<file path="config.mk">
export PLATFORM = sky130hd
export DESIGN_NAME = lfsr_bist
export DESIGN_NICKNAME = d
export VERILOG_FILES = /design/src/rtl/lfsr_pkg.sv /design/src/rtl/lfsr_core.sv /design/src/rtl/lfsr_bist.sv
export SDC_FILE = /design/constraint.sdc
export NUM_CORES = 1
export LEC_CHECK = 0
export BUFFER_PORTS_ARGS = -buffer_cell sky130_fd_sc_hd__buf_2
export CAP_MARGIN = 10
export CORE_MARGIN = 2
export CORE_UTILIZATION = 40
export CTS_BUF_LIST = sky130_fd_sc_hd__clkbuf_16
export CTS_CLUSTER_SIZE = 24
export DETAILED_ROUTE_END_ITERATION = 10
export MAX_ROUTING_LAYER = met4
export PLACE_DENSITY = 0.59
export SYNTH_ARGS = -nofsm -noshare
export SYNTH_HDL_FRONTEND = slang
export SYNTH_SLANG_ARGS = --single-unit
</file>
<file path="constraint.sdc">
create_clock -name clk -period 2.7 [get_ports clk]
set_input_delay 0.54 -clock clk [delete_from_list [all_inputs] [get_ports clk]]
set_output_delay 0.54 -clock clk [all_outputs]
set_load 0.05 [all_outputs]
</file>
<file path="src/rtl/lfsr_pkg.sv">
// lfsr_pkg: shared FSM state type and primitive tap masks
// for the lfsr_bist pattern generator / self-test block.
package lfsr_pkg;

    typedef enum logic [1:0] {
        IDLE = 2'd0,
        RUN  = 2'd1,
        DONE = 2'd2
    } bist_state_t;

    localparam logic [3:0]  TAPS_4  = 4'b1100;
    localparam logic [7:0]  TAPS_8  = 8'b10111000;
    localparam logic [15:0] TAPS_16 = 16'hB400;

endpackage

</file>
<file path="src/rtl/lfsr_core.sv">
// lfsr_core: Fibonacci LFSR state register with seed load, step
// and (when LFSR_SCAN_EN is defined) a serial scan-shift path.
module lfsr_core
    import lfsr_pkg::*;
#(
    parameter int unsigned      WIDTH = 4,
    parameter logic [WIDTH-1:0] TAPS  = TAPS_4
) (
    input  logic             clk,
    input  logic             rst,
    input  logic [WIDTH-1:0] seed,
    input  logic             load,
    input  logic             step,
`ifdef LFSR_SCAN_EN
    input  logic             scan_en,
    input  logic             scan_in,
`endif
    output logic [WIDTH-1:0] state
);

    logic             fb;
    logic [WIDTH-1:0] nxt;

    // Feedback is the parity of the tapped state bits.
    always_comb begin
        fb  = ^(state & TAPS);
        nxt = {state[WIDTH-2:0], fb};
    end

    // State register: reset > scan > load > step > hold.
    always_ff @(posedge clk) begin
        if (!rst) begin
            state <= seed;
`ifdef LFSR_SCAN_EN
        end else if (scan_en) begin
            state <= {state[WIDTH-2:0], scan_in};
`endif
        end else if (load) begin
            state <= seed;
        end else if (step) begin
            state <= nxt;
        end
    end

endmodule

</file>
<file path="src/rtl/lfsr_bist.sv">
// lfsr_bist: LFSR with hardware period measurement (IDLE/RUN/DONE).
// Optional scan access is enabled by defining LFSR_SCAN_EN.
module lfsr_bist
    import lfsr_pkg::*;
#(
    parameter int unsigned      WIDTH = 4,
    parameter logic [WIDTH-1:0] TAPS  = TAPS_4
) (
    input  logic             clk,
    input  logic             rst,
    input  logic [WIDTH-1:0] seed,
    input  logic             load,
    input  logic             enable,
    input  logic             start,
`ifdef LFSR_SCAN_EN
    input  logic             scan_en,
    input  logic             scan_in,
    output logic             scan_out,
`endif
    output logic [WIDTH-1:0] out,
    output logic             busy,
    output logic             done,
    output logic [WIDTH:0]   period,
    output logic             maximal,
    output logic             timeout
);

    localparam logic [WIDTH:0] CNT_MAX = {1'b1, {WIDTH{1'b0}}};
    localparam logic [WIDTH:0] MAX_P   = {1'b0, {WIDTH{1'b1}}};

    bist_state_t      fsm;
    logic [WIDTH-1:0] ref_q;
    logic [WIDTH:0]   cnt;
    logic             hit;
    logic             core_load;
    logic             core_step;

    lfsr_core #(
        .WIDTH (WIDTH),
        .TAPS  (TAPS)
    ) u_core (
        .clk     (clk),
        .rst     (rst),
        .seed    (seed),
        .load    (core_load),
        .step    (core_step),
`ifdef LFSR_SCAN_EN
        .scan_en (scan_en),
        .scan_in (scan_in),
`endif
        .state   (out)
    );

`ifdef LFSR_SCAN_EN
    assign scan_out = out[WIDTH-1];
`endif

    assign hit = (out == ref_q);

    // Core control: IDLE honours load > start/enable; RUN steps until hit or limit.
    always_comb begin
        core_load = 1'b0;
        core_step = 1'b0;
        case (fsm)
            IDLE: begin
                core_load = load;
                core_step = !load && (start || enable);
            end
            RUN: begin
                core_step = !hit && (cnt != CNT_MAX);
            end
            default: begin
                core_load = 1'b0;
                core_step = 1'b0;
            end
        endcase
    end

    // Measurement FSM with registered status and result outputs.
    always_ff @(posedge clk) begin
        if (!rst) begin
            fsm     <= IDLE;
            ref_q   <= '0;
            cnt     <= '0;
            busy    <= 1'b0;
            done    <= 1'b0;
            period  <= '0;
            maximal <= 1'b0;
            timeout <= 1'b0;
`ifdef LFSR_SCAN_EN
        end else if (scan_en) begin
            fsm  <= IDLE;
            busy <= 1'b0;
            done <= 1'b0;
`endif
        end else begin
            case (fsm)
                IDLE: begin
                    done <= 1'b0;
                    if (!load && start) begin
                        fsm     <= RUN;
                        ref_q   <= out;
                        cnt     <= {{WIDTH{1'b0}}, 1'b1};
                        busy    <= 1'b1;
                        period  <= '0;
                        maximal <= 1'b0;
                        timeout <= 1'b0;
                    end
                end
                RUN: begin
                    if (hit) begin
                        fsm     <= DONE;
                        period  <= cnt;
                        maximal <= (cnt == MAX_P);
                        busy    <= 1'b0;
                        done    <= 1'b1;
                    end else if (cnt == CNT_MAX) begin
                        fsm     <= DONE;
                        timeout <= 1'b1;
                        period  <= '0;
                        busy    <= 1'b0;
                        done    <= 1'b1;
                    end else begin
                        cnt <= cnt + 1'b1;
                    end
                end
                DONE: begin
                    fsm  <= IDLE;
                    done <= 1'b0;
                end
                default: begin
                    fsm  <= IDLE;
                    busy <= 1'b0;
                    done <= 1'b0;
                end
            endcase
        end
    end

endmodule

</file>
==> tab_implementation.tex, run 1 <==
\begin{tabular}{lr}
\hline
Metric & Value \\
\hline
\multicolumn{2}{l}{\textbf{Worst hold path}} \\
Classification of the worst-slack hold path & register to register \\
Capture endpoint of the worst hold path & done \\
Startpoint of the lowest-slack hold path & done \\
Cells on Worst Hold Path & 2 \\
\multicolumn{2}{l}{\textbf{Power and ir drop}} \\
Net switching component of the power & 249 uW \\
Combinational share of power & 17.6\% \\
Clk network pwr share & 36.2\% \\
Sequential share of power & 46.2\% \\
Power density of the placed cells & 639 nW/um2 \\
Switching share of total power & 28.4\% \\
Internal power consumption & 629 uW \\
Leakage & 0.000543 uW \\
Peak ir drop on the vdd network & 364 uV \\
\multicolumn{2}{l}{\textbf{Placed design}} \\
Last weighted congestion value of the routability-driven placer & 0.796 \\
Detail Placement HPWL & 1770 um \\
Total cell area at the placement stage & 1300 um2 \\
Buffers added on ports & 21 \\
\multicolumn{2}{l}{\textbf{Floorplanning}} \\
Floorplan row count & 19 \\
\# IOs & 22 \\
Core area & 2760 um2 \\
Vertical die dimension & 58.1 um \\
Area enclosed by the die boundary & 3370 um2 \\
Width of the chip & 58.1 um \\
Starting Density & 42.4\% \\
\multicolumn{2}{l}{\textbf{Cells and area}} \\
Final non-filler cell area & 1380 um2 \\
Area taken by flip-flops and latches & 520 um2 \\
Count of fill cells added during filler insertion & 270 \\
Net count of the finished layout & 163 \\
Fraction of final layout cells sized beyond drive strength 1 & 24.0\% \\
Area growth from synthesis to final layout & 17.5\% \\
Number of antenna diodes & 0 \\
Area of combinational cells with multiple inputs & 591 um2 \\
\multicolumn{2}{l}{\textbf{Routing}} \\
Via density per instance & 5.45 \\
Average detailed-routed wire length per instance & 14.2 um \\
Number of iterations in the first detailed-routing pass & 4 \\
Wirelength, routed & 2580 um \\
DRC Markers & 0 \\
Total vias in the final route & 987 \\
Antenna-violating nets left & 0 \\
Iteration-0 DRC count of the detailed router & 35 \\
\multicolumn{2}{l}{\textbf{Synth}} \\
Post-synthesis instance area & 1170 um2 \\
Most used flip-flop cell after synthesis & sky130\_fd\_sc\_hd\_\_dfxtp\_1 \\
Top cell type by total area after synthesis & sky130\_fd\_sc\_hd\_\_dfxtp\_1 \\
Synth top area share & 34.2\% \\
Post-synthesis cell type count & 37 \\
Number of enable flip-flop cells after synthesis & 4 \\
List of most frequent post-synthesis cells & sky130\_fd\_sc\_hd\_\_dfxtp\_1 (20), sky130\_fd\_sc\_hd\_\_nand3\_1 (18), sky130\_fd\_sc\_hd\_\_nand2\_1 (15) \\
Number of standard cells after synthesis & 130 \\
Mean post-synth cell area & 9.00 um2 \\
Post-synthesis sequential area ratio & 44.5\% \\
Cell with the most instances after synthesis & sky130\_fd\_sc\_hd\_\_dfxtp\_1 \\
Synth top area cells & sky130\_fd\_sc\_hd\_\_dfxtp\_1 (34\%), sky130\_fd\_sc\_hd\_\_edfxtp\_1 (10\%), sky130\_fd\_sc\_hd\_\_nand3\_1 (7.7\%) \\
Synthesis Warnings & 0 \\
Syn Nets & 142 \\
Proportion of synthesized flip-flops having asynchronous set or reset & 0\% \\
Total of flip-flops plus latches after synthesis & 24 \\
\multicolumn{2}{l}{\textbf{GRT}} \\
Initial antenna violation count & 0 \\
GR Layer Usage met3 & 2.68\% \\
Pin count of the biggest net entering global routing & 23 \\
Global-route met1 utilization & 23.6\% \\
Overflow after GRT & 0 \\
Highest-utilization routing layer at the global route stage & met2 \\
GR Util met2 & 27.6\% \\
Gr usage total & 17.5\% \\
Vias in the first global route & 1003 \\
First-pass GRT wire length & 4490 um \\
\multicolumn{2}{l}{\textbf{Clocking}} \\
Number of H-tree branching levels & 1 \\
CTS clock-pin slew for the worst setup and hold paths & 0.06 ns \\
Clock insertion delay at the later pin of the skew report & 0.25 ns \\
Clock root buffer master & sky130\_fd\_sc\_hd\_\_clkbuf\_16 \\
Post-cts hold buffer count & 0 \\
Buffers from clock root to sink, at most & 2 \\
Number of clock buffers inserted by TritonCTS & 3 \\
Clock tree from TritonCTS & done \\
Post CTS Setup Buffer Count & 0 \\
CTS sink count & 24 \\
Number of cells upsized or downsized after cts & 0 \\
\multicolumn{2}{l}{\textbf{Run}} \\
Count of max-cap constraint violations & 0 \\
\multicolumn{2}{l}{\textbf{Setup path}} \\
Worst flop-to-flop path endpoint & u\_core.state[3] \\
Type of element launching the critical path & register \\
Depth of the most critical reg-to-reg path & 4 \\
Critical path type & register to register \\
Worst setup EP type & register \\
Crit path cell chain & xor2\_1 > o41a\_1 > a21oi\_1 > a22oi\_1 \\
Setup slack of the worst register-to-register path & 0.80 ns \\
Launch instance of the worst register-to-register path & u\_core.state[1] \\
Slowest cell on the critical path & sky130\_fd\_sc\_hd\_\_edfxtp\_1 \\
Critical path data arrival time & 1.87 ns \\
Maximum single-stage delay on the critical path & 0.45 ns \\
CP required & 2.67 ns \\
Worst Path Max Fanout & 4 \\
\multicolumn{2}{l}{\textbf{Run status}} \\
Outcome & complete, no violations \\
\multicolumn{2}{l}{\textbf{Timing}} \\
Accumulated negative setup slack & 0 ns \\
Setup skew after layout & 0.00432 ns \\
Final worst-path cycle share & 70.4\% \\
Post-layout minimum cycle time & 1.90 ns \\
Count of pins over their slew limit & 0 \\
Total setup violations reported at the end of the flow & 0 \\
Timing-limited maximum frequency & 0.526 GHz \\
Unrepaired setup endpoints after global routing & no \\
Count of final hold-check violations & 0 \\
Worst slew slack as a fraction of its limit & 47.7\% \\
Measured slew at the worst slew-check pin & 0.777 ns \\
\hline
\end{tabular}
[layer usage]
layer / vias up / routed length [um]
li1: 506 / -
met3: 2 / 52
met2: 11 / 1190
met4: 0 / 17
met1: 468 / 1320
met5: - / 0
[logic make-up after synthesis]
logic type / count (synthesis) / share of synthesized area (%)
AO/OA/AOI/OAI: 28 / 16.2
AND/OR/NAND/NOR: 53 / 23.5
XOR/XNOR: 5 / 3.74
flip-flops: 24 / 44.5
multiplexers: 4 / 3.85
buffers and inverters: 13 / 5.03
adder cells (fa/ha/maj): 3 / 3.21
[cell type report]
type / instances / share of cell area (%)
tap: 31 / 2.82
inverter: 5 / 1.36
timing repair buffer: 24 / 9.28
clock inverter: 1 / 0.273
sequential: 24 / 37.9
clock buffer: 3 / 5.46
multi-input combinational: 93 / 42.9
[layout by cell type (no fill, tap or decap), types with 4 or more instances in the layout]
master	count
sky130_fd_sc_hd__mux2_2	4
sky130_fd_sc_hd__a21oi_1	9
sky130_fd_sc_hd__buf_2	21
sky130_fd_sc_hd__nor2_1	8
sky130_fd_sc_hd__edfxtp_1	4
sky130_fd_sc_hd__dfxtp_1	20
sky130_fd_sc_hd__a31oi_1	7
sky130_fd_sc_hd__nand3_1	18
sky130_fd_sc_hd__inv_1	4
sky130_fd_sc_hd__nand2_1	15
sky130_fd_sc_hd__xor2_1	5
[per-stage QoR]
| stage | total power [uW] | hold WS (ns) | utilization, % | instances | setup WS, ns |
|---|---|---|---|---|---|
| 2_1_floorplan | 528 | 0.448 | - | 130 | 0.586 |
| 3_3_place_gp | 566 | 0.433 | 47.0 | 177 | 0.753 |
| 3_5_place_dp | 567 | 0.446 | 47.0 | 177 | 0.745 |
| 4_1_cts | 887 | 0.457 | 49.9 | 181 | 0.791 |
| 5_1_grt | 918 | 0.477 | 49.9 | 181 | 0.636 |
| 6_report | 878 | 0.454 | 49.9 | 181 | 0.799 |
[registers in the layout (all words and copies together), names as in the netlist]
signal and cells:
period 5, timeout 1, done 1, busy 1
cnt 5, ref_q 4, u_core.state 4, maximal 1
fsm 2
[how the worst max path moves through the flow]
stage,endpoint,startpoint
final,u_core.state[3],u_core.state[1]
after global routing,u_core.state[3],cnt[0]
after CTS,u_core.state[1],u_core.state[1]
after detailed placement,maximal,load
after global placement,maximal,load
after floorplan,u_core.state[0],u_core.state[1]
[power groups by stage]
| stage | Clock (uW) | Combinational [uW] | Sequential, uW |
|---|---|---|---|
| 2_1_floorplan | 0 | 80.3 | 448 |
| 3_3_place_gp | 0 | 153 | 413 |
| 5_1_grt | 340 | 170 | 409 |
| 6_report | 318 | 155 | 406 |
| 4_1_cts | 326 | 155 | 405 |
| 3_5_place_dp | 0 | 154 | 413 |
[worst max-delay path: cells and delay by family (launching register included)]
kind           cells  cell delay, ns
flip-flops         1            0.45
XOR/XNOR           1            0.20
AO/OA/AOI/OAI      3            0.97
Note: power is estimated with default switching activity, not from simulation.
==> inputs of run 2 (changes only) <==
clock period = 1.9 ns   (was 2.7 ns; I/O delays follow)
==> tab_implementation.tex, run 2 (synthesis results as in run 1) <==
\begin{tabular}{lr}
\hline
Metric & Value \\
\hline
\multicolumn{2}{l}{\textbf{Clocking}} \\
CTS clock-pin slew for the worst setup and hold paths & 0.06 ns (about the same) \\
Number of H-tree branching levels & 1 (unchanged) \\
Number of clock buffers inserted by TritonCTS & 3 (unchanged) \\
Clock insertion delay at the later pin of the skew report & 0.26 ns (about the same) \\
Post CTS Setup Buffer Count & 0 (unchanged) \\
Buffers from clock root to sink, at most & 2 (unchanged) \\
Clock tree from TritonCTS & done \\
CTS sink count & 24 (unchanged) \\
Clock root buffer master & sky130\_fd\_sc\_hd\_\_clkbuf\_16 \\
\multicolumn{2}{l}{\textbf{Run}} \\
Count of max-cap constraint violations & 0 (unchanged) \\
\multicolumn{2}{l}{\textbf{Floorplanning}} \\
Area enclosed by the die boundary & 3370 um2 (unchanged) \\
Floorplan row count & 19 (unchanged) \\
Starting Density & 42.4\% (unchanged) \\
\# IOs & 22 (unchanged) \\
Vertical die dimension & 58.1 um (unchanged) \\
Width of the chip & 58.1 um (unchanged) \\
Core area & 2760 um2 (unchanged) \\
\multicolumn{2}{l}{\textbf{Placed design}} \\
Detail Placement HPWL & 1900 um (+7.5\%) \\
Total cell area at the placement stage & 1370 um2 (+5.9\%) \\
Buffers added on ports & 21 (unchanged) \\
Placed Cells & 185 (+4.5\%) \\
Last weighted congestion value of the routability-driven placer & 0.749 (-5.9\%) \\
\multicolumn{2}{l}{\textbf{Routing}} \\
DRC Markers & 0 (unchanged) \\
Antenna-violating nets left & 0 (unchanged) \\
Met3 WL post-DR & 145 um (+180\%) \\
Routed met2 length & 1210 um (+1.4\%) \\
Highest routed metal layer & met4 \\
Iteration-0 DRC count of the detailed router & 33 (-5.7\%) \\
Wirelength, routed & 2650 um (+3.0\%) \\
Via density per instance & 5.50 (+0.91\%) \\
Number of iterations in the first detailed-routing pass & 4 (unchanged) \\
Total vias in the final route & 1040 (+5.4\%) \\
Average detailed-routed wire length per instance & 14.0 um (-1.3\%) \\
Met1 Routed Length & 1250 um (-4.7\%) \\
\multicolumn{2}{l}{\textbf{Cells and area}} \\
Number of antenna diodes & 0 (unchanged) \\
Commonest non-fill, non-tap cells in the layout & sky130\_fd\_sc\_hd\_\_buf\_2 (21), sky130\_fd\_sc\_hd\_\_dfxtp\_1 (20), sky130\_fd\_sc\_hd\_\_nand3\_1 (18), sky130\_fd\_sc\_hd\_\_nand2\_1 (15), sky130\_fd\_sc\_hd\_\_buf\_4 (11) \\
Net count of the finished layout & 171 (+4.9\%) \\
Final non-filler cell area & 1450 um2 (+5.6\%) \\
Leading cell type in the layout, fill and taps excluded & sky130\_fd\_sc\_hd\_\_buf\_2 \\
Area growth from synthesis to final layout & 24.1\% \\
Fraction of final layout cells sized beyond drive strength 1 & 29.1\% (+5.1 points) \\
Non-Filler Instances & 189 (+4.4\%) \\
Biggest regs & cnt x5, period x5 \\
\multicolumn{2}{l}{\textbf{Setup path}} \\
Type of element launching the critical path & register \\
Slowest cell on the critical path & sky130\_fd\_sc\_hd\_\_o41a\_1 \\
Critical path data arrival time & 2.02 ns (+0.15 ns) \\
Buffering stage count on the worst path with inverters included & 1 (+1) \\
Critical path type & register to register \\
Crit path cell chain & xor2\_1 > o41a\_1 > buf\_4 > a211o\_1 > a21oi\_2 \\
Crit-path leading delay family & compound AO/OA/AOI/OAI gates \\
CP required & 2.09 ns (-0.58 ns) \\
Worst setup EP type & register \\
Worst Path Max Fanout & 9 (+5) \\
Maximum single-stage delay on the critical path & 0.50 ns (+0.05 ns) \\
\multicolumn{2}{l}{\textbf{Timing}} \\
Measured slew at the worst slew-check pin & 0.386 ns (-0.391 ns) \\
Accumulated negative setup slack & 0 ns (unchanged) \\
Timing-limited maximum frequency & 0.547 GHz (+4.1\%) \\
Setup skew after layout & 0.00373 ns (-0.000581 ns) \\
Worst Hold Margin & 0.418 ns (-0.0360 ns) \\
Count of final hold-check violations & 0 (unchanged) \\
Count of pins over their slew limit & 0 (unchanged) \\
Post-layout minimum cycle time & 1.83 ns (-0.0741 ns) \\
Unrepaired setup endpoints after global routing & no \\
Total setup violations reported at the end of the flow & 0 (unchanged) \\
Final worst-path cycle share & 96.2\% (+26 points) \\
Worst slew slack as a fraction of its limit & 74.2\% (+26 points) \\
\multicolumn{2}{l}{\textbf{GRT}} \\
Initial antenna violation count & 0 (unchanged) \\
Overflow after GRT & 0 (unchanged) \\
Pin count of the biggest net entering global routing & 23 (unchanged) \\
First-pass GRT wire length & 4310 um (-4.1\%) \\
Vias in the first global route & 889 (-11\%) \\
Gr usage total & 17.4\% (-0.025 points) \\
\multicolumn{2}{l}{\textbf{Power and ir drop}} \\
Switching share of total power & 29.0\% (+0.58 points) \\
Power density of the placed cells & 891 nW/um2 (+39\%) \\
Sequential share of power & 44.0\% (-2.2 points) \\
Peak ir drop on the vdd network & 753 uV (+110\%) \\
Internal power consumption & 918 uW (+46\%) \\
Combinational share of power & 20.2\% (+2.6 points) \\
Leakage & 0.000589 uW (+8.4\%) \\
Net switching component of the power & 375 uW (+50\%) \\
Clk network pwr share & 35.8\% (-0.4 points) \\
\multicolumn{2}{l}{\textbf{Run status}} \\
Outcome & complete, no violations \\
\multicolumn{2}{l}{\textbf{Worst hold path}} \\
Classification of the worst-slack hold path & input pin to register \\
\hline
\end{tabular}
run 2: cell count changes in the layout (fill, tap and decap cells not counted):
cell                       previous run  this run
sky130_fd_sc_hd__buf_4                3        11
sky130_fd_sc_hd__a21boi_0             1         0
sky130_fd_sc_hd__a21boi_1             0         1
sky130_fd_sc_hd__a21oi_1              9         8
sky130_fd_sc_hd__a21oi_4              0         1
sky130_fd_sc_hd__a22oi_1              1         0
sky130_fd_sc_hd__a22oi_2              0         1
sky130_fd_sc_hd__clkinv_1             2         1
sky130_fd_sc_hd__inv_1                4         5
run 2: cell type report:
type,count,area (um2)
sequential,24,520
clock inverter,1,3.75
clock buffer,3,75.1
fill,272,1310
multi-input combinational,93,607
inverter,5,18.8
timing repair buffer,32,188
tap,31,38.8
run 2: power groups by stage:
stage,Sequential [uW],Clock [uW],Combinational (uW)
6_report,570,462,261
3_5_place_dp,581,0,260
2_1_floorplan,636,0,121
5_1_grt,573,491,281
3_3_place_gp,579,0,258
4_1_cts,570,473,262
run 2: final timing paths:
check | startpoint | endpoint | slack (ns) | depth (start not counted)
max | u_core.state[1] | cnt[4] | 0.07 | 5
min | seed[0] | u_core.state[0] | 0.42 | 2
max reg2reg | u_core.state[1] | cnt[4] | 0.07 | 5
min reg2reg | timeout | timeout | 0.45 | 2
run 2: routing by layer:
metal	up-vias	global-route usage, %
met2	38	23.4
li1	523	-
met5	-	-
met1	474	26.3
met4	0	6.98
met3	5	2.01
run 2: repair_timing:
| action | 4_1_cts | 5_1_grt |
|---|---|---|
| setup endpoints to repair | 0 | 1 |
| resized for setup | 0 | 1 |
| hold buffers | 0 | 0 |
run 2: through the flow:
step / util, % / setup slack [ns] / power, uW
2_1_floorplan: - / -0.0836 / 757
3_5_place_dp: 49.8 / 0.0911 / 841
3_3_place_gp: 49.8 / 0.115 / 836
5_1_grt: 52.6 / 0.00667 / 1350
6_report: 52.6 / 0.0727 / 1290
4_1_cts: 52.6 / 0.0633 / 1300
==> inputs of run 3 (changes only) <==
--- a/constraint.sdc
+++ b/constraint.sdc
@@ -3,2 +3,2 @@
 set_output_delay 0.38 -clock clk [all_outputs]
-set_load 0.05 [all_outputs]
+set_load 0.1 [all_outputs]
==> tab_implementation.tex, run 3 (synthesis results as in run 1) <==
\begin{tabular}{lr}
\hline
Metric & Value \\
\hline
\multicolumn{2}{l}{\textbf{Cells and area}} \\
Fraction of final layout cells sized beyond drive strength 1 & 30.0\% (+0.89 points) \\
Net count of the finished layout & 173 (+1.2\%) \\
Count of fill cells added during filler insertion & 258 (-5.1\%) \\
Area of combinational cells with multiple inputs & 607 um2 (unchanged) \\
Commonest non-fill, non-tap cells in the layout & sky130\_fd\_sc\_hd\_\_buf\_2 (21), sky130\_fd\_sc\_hd\_\_dfxtp\_1 (20), sky130\_fd\_sc\_hd\_\_nand3\_1 (18), sky130\_fd\_sc\_hd\_\_nand2\_1 (15), sky130\_fd\_sc\_hd\_\_buf\_4 (13) \\
Number of antenna diodes & 0 (unchanged) \\
Biggest regs & cnt x5, period x5 \\
Leading cell type in the layout, fill and taps excluded & sky130\_fd\_sc\_hd\_\_buf\_2 \\
Area taken by flip-flops and latches & 520 um2 (unchanged) \\
Area growth from synthesis to final layout & 25.3\% \\
Final non-filler cell area & 1470 um2 (+1.0\%) \\
\multicolumn{2}{l}{\textbf{GRT}} \\
First-pass GRT wire length & 4330 um (+0.49\%) \\
Gr usage total & 17.5\% (about the same) \\
Overflow after GRT & 0 (unchanged) \\
Pin count of the biggest net entering global routing & 23 (unchanged) \\
Vias in the first global route & 941 (+5.8\%) \\
Initial antenna violation count & 0 (unchanged) \\
\multicolumn{2}{l}{\textbf{Routing}} \\
Iteration-0 DRC count of the detailed router & 36 (+9.1\%) \\
Number of iterations in the first detailed-routing pass & 4 (unchanged) \\
Antenna-violating nets left & 0 (unchanged) \\
Via density per instance & 5.44 (-1.1\%) \\
Average detailed-routed wire length per instance & 14.0 um (-0.60\%) \\
Total vias in the final route & 1039 (-0.096\%) \\
Wirelength, routed & 2670 um (+0.45\%) \\
DRC Markers & 0 (unchanged) \\
\multicolumn{2}{l}{\textbf{Clocking}} \\
Buffers from clock root to sink, at most & 2 (unchanged) \\
Clock tree from TritonCTS & done \\
CTS clock-pin slew for the worst setup and hold paths & 0.06 ns (about the same) \\
Number of H-tree branching levels & 1 (unchanged) \\
Post-cts hold buffer count & 0 (unchanged) \\
Number of cells upsized or downsized after cts & 0 (unchanged) \\
CTS sink count & 24 (unchanged) \\
Number of clock buffers inserted by TritonCTS & 3 (unchanged) \\
Clock root buffer master & sky130\_fd\_sc\_hd\_\_clkbuf\_16 \\
Clock insertion delay at the later pin of the skew report & 0.26 ns (about the same) \\
Post CTS Setup Buffer Count & 0 (unchanged) \\
\multicolumn{2}{l}{\textbf{Timing}} \\
Measured slew at the worst slew-check pin & 0.487 ns (+0.101 ns) \\
Count of pins over their slew limit & 0 (unchanged) \\
Total setup violations reported at the end of the flow & 0 (unchanged) \\
Accumulated negative setup slack & 0 ns (unchanged) \\
Timing-limited maximum frequency & 0.563 GHz (+2.9\%) \\
Final worst slack & 0.125 ns (+0.0520 ns) \\
Worst slew slack as a fraction of its limit & 67.8\% (-6.4 points) \\
Final worst-path cycle share & 93.4\% (-2.7 points) \\
Setup skew after layout & 0.00233 ns (-0.00141 ns) \\
Post-layout minimum cycle time & 1.78 ns (-0.0520 ns) \\
Unrepaired setup endpoints after global routing & no \\
Count of final hold-check violations & 0 (unchanged) \\
\multicolumn{2}{l}{\textbf{Setup path}} \\
Worst setup EP type & register \\
Critical path data arrival time & 1.97 ns (-0.05 ns) \\
Worst Path Max Fanout & 9 (unchanged) \\
Type of element launching the critical path & register \\
Critical path type & register to register \\
CP required & 2.10 ns (about the same) \\
\multicolumn{2}{l}{\textbf{Run}} \\
Count of max-cap constraint violations & 0 (unchanged) \\
\multicolumn{2}{l}{\textbf{Floorplanning}} \\
Core area & 2760 um2 (unchanged) \\
Starting Density & 42.4\% (unchanged) \\
Width of the chip & 58.1 um (unchanged) \\
Floorplan row count & 19 (unchanged) \\
Area enclosed by the die boundary & 3370 um2 (unchanged) \\
\# IOs & 22 (unchanged) \\
Vertical die dimension & 58.1 um (unchanged) \\
\multicolumn{2}{l}{\textbf{Placed design}} \\
Buffers added on ports & 21 (unchanged) \\
Setup WS pre-CTS & 0.117 ns (+0.0255 ns) \\
Total cell area at the placement stage & 1390 um2 (+1.1\%) \\
Detail Placement HPWL & 1910 um (+0.39\%) \\
Last weighted congestion value of the routability-driven placer & 0.771 (+2.9\%) \\
\multicolumn{2}{l}{\textbf{Run status}} \\
Outcome & complete, no violations \\
\multicolumn{2}{l}{\textbf{Power and ir drop}} \\
PnR Total Power & 1350 uW (+4.4\%) \\
Leakage & 0.000594 uW (+0.85\%) \\
Power density of the placed cells & 921 nW/um2 (+3.3\%) \\
Peak ir drop on the vdd network & 835 uV (+11\%) \\
\multicolumn{2}{l}{\textbf{Worst hold path}} \\
Classification of the worst-slack hold path & input pin to register \\
\hline
\end{tabular}
==> run 3: path summary, 6_finish.rpt <==
path | start | end | slack, ns | depth (start not counted)
hold / removal | seed[1] | u_core.state[1] | 0.43 | 2
setup reg to reg | u_core.state[1] | cnt[1] | 0.12 | 5
setup / recovery | u_core.state[1] | cnt[1] | 0.12 | 5
hold reg to reg | timeout | timeout | 0.45 | 2
==> run 3: per-stage QoR <==
step	hold slack, ns	instances	utilization [%]
CTS	0.423	191	53.2
global route	0.430	191	53.2
floorplan	0.448	130	-
finish	0.427	191	53.2
global placement	0.437	187	50.3
detailed placement	0.442	187	50.3
==> run 3: cell type report <==
| cell class | instances | share of cell area [%] |
|---|---|---|
| multi-input cells | 93 | 41.4 |
| well taps | 31 | 2.65 |
| clock inverters | 1 | 0.256 |
| flip-flops and latches | 24 | 35.5 |
| repair buffers | 34 | 13.8 |
| inverters | 5 | 1.28 |
| clock buffers | 3 | 5.12 |
==> run 3: report_power, final <==
| group | total, uW | leakage [uW] | internal [uW] | switching, uW |
|---|---|---|---|---|
| registers | 567 | 0.000204 | 548 | 19.1 |
| clock network | 455 | 0.0000385 | 281 | 173 |
| logic | 329 | 0.000352 | 95.7 | 233 |
| total | 1350 | 0.000594 | 925 | 426 |
==> run 3: critical path, cell delays in order (launching register included) <==
cell and delay [ns]:
sky130_fd_sc_hd__edfxtp_1 0.39, sky130_fd_sc_hd__xor2_1 0.20, sky130_fd_sc_hd__o41a_1 0.49, sky130_fd_sc_hd__buf_4 0.19, sky130_fd_sc_hd__a211o_1 0.30, sky130_fd_sc_hd__a21oi_2 0.13
==> run 3: routing by layer <==
layer,part of all wire [%],up-vias,global-route usage [%]
met5,0,-,-
met4,1.8,0,6.98
met3,3.3,5,4.02
met2,43,17,23.9
met1,52,490,24.7
li1,-,527,-
